File: src/rtl/ps2_key_tracker_pkg.sv
// -----------------------------------------------------------------------------
// ps2_key_pkg
// Shared definitions for the PS/2 key tracker: scan-code prefix constants,
// the prefix parser state type, the queued event record and the table of
// tracked keys. Table entry i maps {ext, make code} to the ASCII code reported
// to the game logic. The tracker uses only the first NUM_KEYS entries.
// -----------------------------------------------------------------------------
package ps2_key_pkg;

  localparam logic [7:0] PS2_EXT = 8'hE0;
  localparam logic [7:0] PS2_BRK = 8'hF0;

  localparam int KEY_TABLE_SIZE = 6;

  typedef enum logic [1:0] {
    ST_IDLE,
    ST_EXT,
    ST_BRK,
    ST_EXT_BRK
  } parse_state_t;

  typedef struct packed {
    logic [7:0] key;
    logic       is_release;
  } key_event_t;

  typedef struct packed {
    logic       ext;
    logic [7:0] code;
    logic [7:0] ascii;
  } key_entry_t;

  // The arrow keys report the same ASCII codes as O/K so that either key set
  // moves the right-hand paddle.
  function automatic key_entry_t key_table(input int idx);
    key_entry_t e;
    case (idx)
      0:       e = '{ext: 1'b0, code: 8'h1D, ascii: 8'h57};  // W
      1:       e = '{ext: 1'b0, code: 8'h1B, ascii: 8'h53};  // S
      2:       e = '{ext: 1'b1, code: 8'h75, ascii: 8'h4F};  // Up   -> O
      3:       e = '{ext: 1'b1, code: 8'h72, ascii: 8'h4B};  // Down -> K
      4:       e = '{ext: 1'b0, code: 8'h44, ascii: 8'h4F};  // O
      5:       e = '{ext: 1'b0, code: 8'h42, ascii: 8'h4B};  // K
      default: e = '0;
    endcase
    return e;
  endfunction

endpackage

File: src/rtl/ps2_key_tracker_if.sv
// -----------------------------------------------------------------------------
// ps2_key_tracker_if
// Event stream from the key tracker to the game-control consumer.
//   evt_valid   : head event present (FIFO non-empty)
//   evt_ready   : consumer pop strobe; pops when evt_valid & evt_ready
//   evt_key     : ASCII code of head event
//   evt_release : head event is a release (1) or a press (0)
// master = tracker side, slave = consumer side.
// -----------------------------------------------------------------------------
interface ps2_key_tracker_if;
  logic       evt_valid;
  logic       evt_ready;
  logic [7:0] evt_key;
  logic       evt_release;

  modport master (
    output evt_valid,
    output evt_key,
    output evt_release,
    input  evt_ready
  );

  modport slave (
    input  evt_valid,
    input  evt_key,
    input  evt_release,
    output evt_ready
  );
endinterface

File: src/rtl/ps2_key_tracker_fifo.sv
// -----------------------------------------------------------------------------
// ps2_event_fifo
// First-word-fall-through event FIFO with a sticky overflow flag.
// Ports:
//   inclock, reset : clock, synchronous active-high reset
//   push, push_data: enqueue request and event record
//   pop            : dequeue request (ignored while empty)
//   valid, head    : FIFO non-empty and head record (zero while empty)
//   overflow       : sticky; set when a push is dropped because full
// Pointers carry one wrap bit above the address bits so full and empty are
// distinguishable without a separate count.
// -----------------------------------------------------------------------------
import ps2_key_pkg::*;

module ps2_event_fifo #(
  parameter int FIFO_DEPTH = 4
) (
  input  logic       inclock,
  input  logic       reset,
  input  logic       push,
  input  key_event_t push_data,
  input  logic       pop,
  output logic       valid,
  output key_event_t head,
  output logic       overflow
);

  localparam int AW = $clog2(FIFO_DEPTH);
  localparam logic [AW:0] PTR_ONE = 1;

  key_event_t    mem [FIFO_DEPTH];
  logic [AW:0]   wr_ptr;
  logic [AW:0]   rd_ptr;
  logic          empty;
  logic          full;
  logic          do_push;
  logic          do_pop;

  assign empty = (wr_ptr == rd_ptr);
  assign full  = (wr_ptr[AW] != rd_ptr[AW]) &&
                 (wr_ptr[AW-1:0] == rd_ptr[AW-1:0]);

  // A same-cycle pop frees the slot the push needs, so a full FIFO still
  // accepts a push when the consumer is draining.
  assign do_pop  = pop & ~empty;
  assign do_push = push & (~full | do_pop);

  always_ff @(posedge inclock) begin
    if (reset) begin
      wr_ptr   <= '0;
      rd_ptr   <= '0;
      overflow <= 1'b0;
    end else begin
      if (do_push) wr_ptr <= wr_ptr + PTR_ONE;
      if (do_pop)  rd_ptr <= rd_ptr + PTR_ONE;
      if (push && !do_push) overflow <= 1'b1;
    end
  end

  // Storage is data only; the pointers define which entries are meaningful.
  always_ff @(posedge inclock) begin
    if (do_push) mem[wr_ptr[AW-1:0]] <= push_data;
  end

  assign valid = ~empty;
  assign head  = empty ? '0 : mem[rd_ptr[AW-1:0]];

endmodule

File: src/rtl/ps2_key_tracker.sv
// -----------------------------------------------------------------------------
// ps2_key_tracker
// Parses the PS/2 byte stream (make codes, F0 break and E0 extended
// prefixes), keeps a held bitmap of the tracked keys for continuous paddle
// motion, and queues press/release events in a FWFT FIFO.
// Ports:
//   inclock, reset : 50 MHz clock, synchronous active-high reset
//   scan_code      : byte from PS2_Controller received_data
//   scan_ready     : received_data_en; a new byte is its rising edge
//   key_held       : bit i = 1 while table key i is down
//   evt_overflow   : sticky; an event was dropped because the FIFO was full
//   last_scan      : last raw byte accepted, prefixes included
//   evt            : event stream (master side of ps2_key_tracker_if)
// Build option: define TYPEMATIC_FILTER_EN to drop typematic repeats (a press
// of a key that is already held) instead of queueing them.
// -----------------------------------------------------------------------------
import ps2_key_pkg::*;

module ps2_key_tracker #(
  parameter int NUM_KEYS   = 6,
  parameter int FIFO_DEPTH = 4
) (
  input  logic                inclock,
  input  logic                reset,
  input  logic [7:0]          scan_code,
  input  logic                scan_ready,
  output logic [NUM_KEYS-1:0] key_held,
  output logic                evt_overflow,
  output logic [7:0]          last_scan,
  ps2_key_tracker_if.master   evt
);

  parse_state_t        state_q;
  parse_state_t        state_d;
  logic                scan_ready_d;
  logic                strobe;
  logic                lookup_en;
  logic                lookup_ext;
  logic                lookup_rel;
  logic                hit;
  logic [NUM_KEYS-1:0] hit_mask;
  logic [7:0]          hit_ascii;
  logic                repeat_press;
  logic                accept;
  key_event_t          push_data;
  key_event_t          head;
  logic                fifo_valid;

  assign strobe = scan_ready & ~scan_ready_d;

  always_ff @(posedge inclock) begin
    if (reset) state_q <= ST_IDLE;
    else       state_q <= state_d;
  end

  // Prefix parser. Repeated prefixes are absorbed, and F0 before E0 is
  // tolerated as an extended break.
  always_comb begin
    state_d    = state_q;
    lookup_en  = 1'b0;
    lookup_ext = 1'b0;
    lookup_rel = 1'b0;
    if (strobe) begin
      case (state_q)
        ST_IDLE: begin
          if (scan_code == PS2_EXT)      state_d = ST_EXT;
          else if (scan_code == PS2_BRK) state_d = ST_BRK;
          else                           lookup_en = 1'b1;
        end
        ST_EXT: begin
          if (scan_code == PS2_BRK)      state_d = ST_EXT_BRK;
          else if (scan_code == PS2_EXT) state_d = ST_EXT;
          else begin
            lookup_en  = 1'b1;
            lookup_ext = 1'b1;
            state_d    = ST_IDLE;
          end
        end
        ST_BRK: begin
          if (scan_code == PS2_EXT)      state_d = ST_EXT_BRK;
          else if (scan_code == PS2_BRK) state_d = ST_BRK;
          else begin
            lookup_en  = 1'b1;
            lookup_rel = 1'b1;
            state_d    = ST_IDLE;
          end
        end
        ST_EXT_BRK: begin
          if (scan_code == PS2_BRK || scan_code == PS2_EXT) begin
            state_d = ST_EXT_BRK;
          end else begin
            lookup_en  = 1'b1;
            lookup_ext = 1'b1;
            lookup_rel = 1'b1;
            state_d    = ST_IDLE;
          end
        end
        default: state_d = ST_IDLE;
      endcase
    end
  end

  // Table match on {ext, code}; unmatched bytes (unknown keys, E0 12
  // fake-shift) produce no event and leave the bitmap alone.
  always_comb begin
    key_entry_t entry;
    entry     = '0;
    hit       = 1'b0;
    hit_mask  = '0;
    hit_ascii = '0;
    for (int i = 0; i < NUM_KEYS; i++) begin
      entry = key_table(i);
      if (!hit && entry.ext == lookup_ext && entry.code == scan_code) begin
        hit         = 1'b1;
        hit_mask[i] = 1'b1;
        hit_ascii   = entry.ascii;
      end
    end
  end

`ifdef TYPEMATIC_FILTER_EN
  assign repeat_press = ~lookup_rel & |(hit_mask & key_held);
`else
  assign repeat_press = 1'b0;
`endif

  assign accept    = lookup_en & hit & ~repeat_press;
  assign push_data = '{key: hit_ascii, is_release: lookup_rel};

  always_ff @(posedge inclock) begin
    if (reset) begin
      scan_ready_d <= 1'b0;
      key_held     <= '0;
      last_scan    <= '0;
    end else begin
      scan_ready_d <= scan_ready;
      if (strobe) last_scan <= scan_code;
      if (accept) begin
        if (lookup_rel) key_held <= key_held & ~hit_mask;
        else            key_held <= key_held | hit_mask;
      end
    end
  end

  ps2_event_fifo #(
    .FIFO_DEPTH (FIFO_DEPTH)
  ) u_fifo (
    .inclock   (inclock),
    .reset     (reset),
    .push      (accept),
    .push_data (push_data),
    .pop       (evt.evt_ready),
    .valid     (fifo_valid),
    .head      (head),
    .overflow  (evt_overflow)
  );

  assign evt.evt_valid   = fifo_valid;
  assign evt.evt_key     = head.key;
  assign evt.evt_release = head.is_release;

endmodule
File: src/flat_wrapper.sv
// flat-port wrapper written by rule: the top's interface ports become plain ports
module ps2_key_tracker_flat 
#(
  parameter int NUM_KEYS   = 6,
  parameter int FIFO_DEPTH = 4
)
  (inclock, reset, scan_code, scan_ready, key_held, evt_overflow, last_scan, evt_evt_valid, evt_evt_key, evt_evt_release, evt_evt_ready);
  ps2_key_tracker_if evt_i ();
  input  logic inclock;
  input  logic reset;
  input  logic [7:0] scan_code;
  input  logic scan_ready;
  output logic [NUM_KEYS-1:0] key_held;
  output logic evt_overflow;
  output logic [7:0] last_scan;
  output wire logic [$bits(evt_i.evt_valid)-1:0] evt_evt_valid;
  output wire logic [$bits(evt_i.evt_key)-1:0] evt_evt_key;
  output wire logic [$bits(evt_i.evt_release)-1:0] evt_evt_release;
  input wire logic [$bits(evt_i.evt_ready)-1:0] evt_evt_ready;
  assign evt_evt_valid = evt_i.evt_valid;
  assign evt_evt_key = evt_i.evt_key;
  assign evt_evt_release = evt_i.evt_release;
  assign evt_i.evt_ready = evt_evt_ready;
  ps2_key_tracker #(.NUM_KEYS(NUM_KEYS), .FIFO_DEPTH(FIFO_DEPTH)) u_core (.inclock(inclock), .reset(reset), .scan_code(scan_code), .scan_ready(scan_ready), .key_held(key_held), .evt_overflow(evt_overflow), .last_scan(last_scan), .evt(evt_i));
endmodule
File: config.mk
export PLATFORM = sky130hd
export DESIGN_NAME = ps2_key_tracker_flat
export DESIGN_NICKNAME = d
export VERILOG_FILES = /design/src/rtl/ps2_key_tracker_pkg.sv /design/src/rtl/ps2_key_tracker_if.sv /design/src/rtl/ps2_key_tracker_fifo.sv /design/src/rtl/ps2_key_tracker.sv /design/src/flat_wrapper.sv
export SDC_FILE = /design/constraint.sdc
export NUM_CORES = 1
export LEC_CHECK = 0
export BUFFER_PORTS_ARGS = -buffer_cell sky130_fd_sc_hd__buf_4
export CAP_MARGIN = 20
export CORE_MARGIN = 8
export CORE_UTILIZATION = 35
export CTS_CLUSTER_DIAMETER = 50
export DETAILED_ROUTE_END_ITERATION = 10
export PLACE_DENSITY = 0.52
export SYNTH_ARGS = -nofsm -noshare
export SYNTH_HDL_FRONTEND = slang
export SYNTH_SLANG_ARGS = --single-unit
File: constraint.sdc
create_clock -name inclock -period 3.6 [get_ports inclock]
set_input_delay 0.54 -clock inclock [delete_from_list [all_inputs] [get_ports inclock]]
set_output_delay 0.54 -clock inclock [all_outputs]
set_load 0.02 [all_outputs]
==> metrics.txt, run 1 <==
FF+latch count, synth 46; # DRC 0; cells after synthesis 187; slew margin rel. 0.543; crit path kind reg2out; # IOs 37; met3 wire len around 280 um; Synth Area in Simple Gates 0.229; Synth Area in Adders 0.0299; Post-Place Cell Area 0.00240 mm2; vias in the first global route roughly 1500; syn_area_per_cell about 11 um2; Hold Crit Class reg2reg; Post-CTS Resized 0; synth top area cells edfxtp_1 (29%), dfxtp_1 (25%), mux4_2 (5.4%); CTS clk-pin slew, worst paths around 0.080 ns; RSZ-0062 raised after global routing no; DR pass1 iterations 4; area share of the largest cell type after synthesis 0.287; die height ~93 um; Seq/Total Area, Yosys 0.536; Vias/cell 4.81; critical path peak fanout 5; share of cells above drive strength 1 0.235; DR top layer met4; Core Region between 0.005 and 0.006 mm2; Final ANT Viol Nets 0; wire length per cell 14.8 um; Hold WS ~0.46 ns; synth warn 0; IR Drop Worst-Case VDD ~200 uV; grt total ovfl 0; Post-Layout Inst Area roughly 0.0025 mm2; Synth Flop Type dfxtp_1; crit start category flop; worst path required time 3.06 ns; Starting Density 0.358; Iter 0 DRT Violations around 90; Final Net Count roughly 240; setup TNS 0 ns; Ant. Diodes 0; DP HPWL between 3000 and 4000 um; WL met1 1920 um; status complete, no violations; xor/xnor share of the synthesized area 0.0251; count of cell types in the netlist 39; Final Wtd Congestion 0.716; overall routing resource usage 0.109; power after layout a little over 0.9 mW; maximum clock path buffer count 2; Layout area overhead 18.6%; Post-synth EDFFs 20; die area about 0.0087 mm2; hold_buf cts 0; Layout Skew around 0.0051 ns; pre-CTS WS 1.16 ns; area leader, netlist edfxtp_1; Rows 28; CTS Buf Count 5; first-pass GRT wire length 7420 um; Setup violations, final 0; fillers between 500 and 600; clock sinks 46; initial antenna violation count 0; Final Hold Vio Count 0; root buf cell clkbuf_8; worst slew pin tran 0.679 ns; ratio of final minimum period to clock period 0.620; Die Wd about 93 um; metal2 WL 2120 um; Setup crit end kind primary output; insertion delay to the later sink of the worst-skew pair 0.29 ns; CTS HTree Levels 2; most instantiated cells after synthesis dfxtp_1 (26), edfxtp_1 (20), nand2_1 (18), nor2_1 (17); fin crit period roughly 2.2 ns; most numerous cell in the Yosys netlist dfxtp_1; FMAX about 0.45 GHz; Async SR Flop Fraction 0; Pleak around 0.97 nW; main combinational cell family by area after synthesis simple AND/OR/NAND/NOR gates; CTS tree built; setup ws final 1.37 ns; Synth Area in Compound Gates 0.0448; maxcap violations 0; post-CTS setup buffer count 0; Vias ~1400; worst path arrival time 1.69 ns; Detailed Route WL approximately 4400 um; mux share of post-synthesis cell area 0.0998; Port Buf Inserts 34; largest net degree at the start of global routing 29; PD cells around 370 mW/mm2; post-synthesis cell area 0.00209 mm2; max-slew violations 0
==> cell usage in the layout (no fill, tap or decap), drive strengths merged, types with 3 or more instances in the layout <==
cell	count
nor3	3
edfxtp	20
xor2	4
nand2	18
nand4	3
ha	5
nand2b	3
dfxtp	26
and2	11
mux2i	7
nor2b	6
a21oi	11
nand3b	3
inv	5
nand3	7
nor2	17
clkbuf	6
buf	35
mux4	5
==> final timing paths <==
| path | start | endpoint | cells past startpoint | slack, ns |
|---|---|---|---|---|
| max reg2reg | u_core.scan_ready_d | u_core.u_fifo.mem[1][3] | 4 | 1.55 |
| min reg2reg | u_core.last_scan[4] | u_core.last_scan[4] | 2 | 0.46 |
| min | u_core.last_scan[4] | u_core.last_scan[4] | 2 | 0.46 |
| max | flop | evt_evt_key[0] | 3 | 1.37 |
==> worst max-delay path: stages (launching register included) <==
cell and delay (ns):
dfxtp_1 0.51, mux4_2 0.54, and2_1 0.19, buf_4 0.16
==> metal layers <==
metal,global-route usage,vias to the layer above
li1,-,713
met1,0.129,674
met2,0.177,32
met3,0.0401,5
met4,0.0362,0
met5,0,-
==> cells by family after synthesis <==
family	count (synthesis)
mux	14
flops	46
other cells	1
compound gates	16
buf+inv	15
fa+ha+maj	5
xor+xnor	6
simple gates	84
==> final cells by class <==
class / count / area (um2) / share of cell area
flip-flops and latches: 46 / 1120 / 0.452
multi-input cells: 127 / 905 / 0.364
repair buffers: 35 / 263 / 0.106
well taps: 75 / 93.8 / 0.0378
clock buffers: 6 / 72.6 / 0.0292
inverters: 5 / 18.8 / 0.00756
clock inverters: 2 / 8.76 / 0.00353
==> where the power goes <==
group          total, mW  switching (mW)  internal, mW
Sequential         0.551         0.00401         0.547
Combinational     0.0734          0.0437        0.0296
Clock              0.295           0.161         0.134
==> stage by stage <==
step	util	cells
2_1_floorplan	-	188
3_3_place_gp	0.410	288
3_5_place_dp	0.410	288
4_1_cts	0.424	296
5_1_grt	0.424	296
6_report	0.424	296
Power figures use the tool's default switching activity.
==> inputs of run 2 (changes only) <==
- PLACE_DENSITY: 0.52 -> 0.54
- clock period: 3.6 -> 1.9 ns (I/O delays scaled with it)
==> run 2 against run 1 <==
  * Combinational power grew 130%
  * Non-clock buffer count grew 24
  * Via count grew 3.9%
==> metrics.txt, run 2 (synthesized netlist as in run 1, its figures left out) <==
status complete, no violations; fillers 575 (+0.88%); Final ANT Viol Nets 0 (unchanged); # IOs 37 (unchanged); Setup violations, final 0 (unchanged); Layout Skew 0.00785 ns (+0.00277 ns); worst path arrival time 1.52 ns (-0.17 ns); Vias/cell 4.62 (-3.9%); critical path peak fanout 5 (unchanged); grt total ovfl 0 (unchanged); Vias 1479 (+3.9%); IR Drop Worst-Case VDD 313 uV (+53%); wire length per cell 14.8 um (about the same); Port Buf Inserts 34 (unchanged); Non-Filler Instances 320 (+8.1%); maximum clock path buffer count 2 (unchanged); Pleak 1.10 nW (+13%); Final Wtd Congestion 0.807 (+13%); register area 0.00113 mm2 (+0.56%); FMAX roughly 0.55 GHz; Ant. Diodes 0 (unchanged); first-pass GRT wire length 7790 um (+5.0%); max-slew violations 0 (unchanged); PD cells 663 mW/mm2 (+79%); overall routing resource usage 0.114 (+0.00522); vias in the first global route 1529 (+3.2%); Final Net Count 261 (+10%); power after layout 1.78 mW (+94%); Detailed Route WL 4750 um (+8.1%); die area 0.00871 mm2 (unchanged); DP HPWL 3630 um (+8.8%); fin crit period 1.81 ns; Layout area overhead 28.2%; root buf cell clkbuf_8; Die Wd 93.3 um (unchanged); Starting Density 0.358 (unchanged); insertion delay to the later sink of the worst-skew pair 0.29 ns (about the same); largest net degree at the start of global routing 29 (unchanged); post-layout util 0.459 (+0.0344); commonest cells after routing, fill and taps aside buf_4 (59), dfxtp_1 (23), edfxtp_1 (20); commonest non-fill, non-tap cell in the layout buf_4; clock sinks 46 (unchanged); Final Hold Vio Count 0 (unchanged); Post-Place Cell Area 0.00256 mm2 (+6.6%); Post-Layout Inst Area 0.00268 mm2 (+8.1%); CTS HTree Levels 2 (unchanged); crit start category flop; DR pass1 iterations 4 (unchanged); Hold Crit Class in2reg; RSZ-0062 raised after global routing yes; share of cells above drive strength 1 0.351 (+0.116); # DRC 0 (unchanged); CTS tree built; Setup crit end kind primary output; ratio of final minimum period to clock period 0.952; worst path required time 1.62 ns (-1.44 ns); multi-input logic area 918 um2 (+1.5%); Core Region 0.00585 mm2 (unchanged); hold_buf cts 0 (unchanged); maxcap violations 0 (unchanged); Rows 28 (unchanged); initial antenna violation count 0 (unchanged); CTS Buf Count 5 (unchanged); die height 93.3 um (unchanged); CTS clk-pin slew, worst paths 0.08 ns (about the same); crit path kind reg2out; Iter 0 DRT Violations 63 (-31%); Placed Instances 309 (+7.3%)
run 2: worst paths after layout:
kind	start	end	slack [ns]	depth (start not counted)
setup reg to reg	u_core.scan_ready_d	u_core.u_fifo.wr_ptr[0]	0.11	6
setup / recovery	flop	evt_evt_key[6]	0.09	3
hold reg to reg	u_core.last_scan[1]	u_core.last_scan[1]	0.46	2
hold / removal	scan_ready	u_core.scan_ready_d	0.24	2
run 2: critical path: stages, from the launching register on:
cell and delay (ns):
dfxtp_4 0.40, mux4_2 0.49, and2_1 0.19, buf_4 0.16
run 2: where the power goes:
part / switching [mW] / internal, mW
Combinational: 0.0921 / 0.0769
Clock: 0.312 / 0.255
Sequential: 0.00694 / 1.04
run 2: stage by stage:
stage                     TNS (ns)  setup slack (ns)  hold WS [ns]
after floorplan                  0            0.0835         0.413
after CTS                        0           0.00241         0.227
final                            0            0.0912         0.241
after global routing        -0.487           -0.0412         0.244
after global placement       -2.81            -0.140         0.443
after detailed placement     -2.82            -0.135         0.449
run 2: final cells by class:
cell class                 count  area share
clock buffer                   6      0.0270
clock inverter                 2     0.00373
inverter                       5     0.00699
multi-input combinational    127       0.342
sequential                    46       0.420
tap                           75      0.0350
timing repair buffer          59       0.165
run 2: metal layers:
layer,up-vias,routed length [um],GRT usage
met1,678,2180,0.149
met2,32,2240,0.177
li1,764,-,-
met3,5,271,0.0321
met4,0,54,0.0362
met5,-,0,0
run 2: timing repair:
item                                    in CTS  in global routing
endpoints found under the setup margin      19                 25
gates resized for setup                      4                  6
buffers inserted                             1                  2
pin swaps                                    0                  2
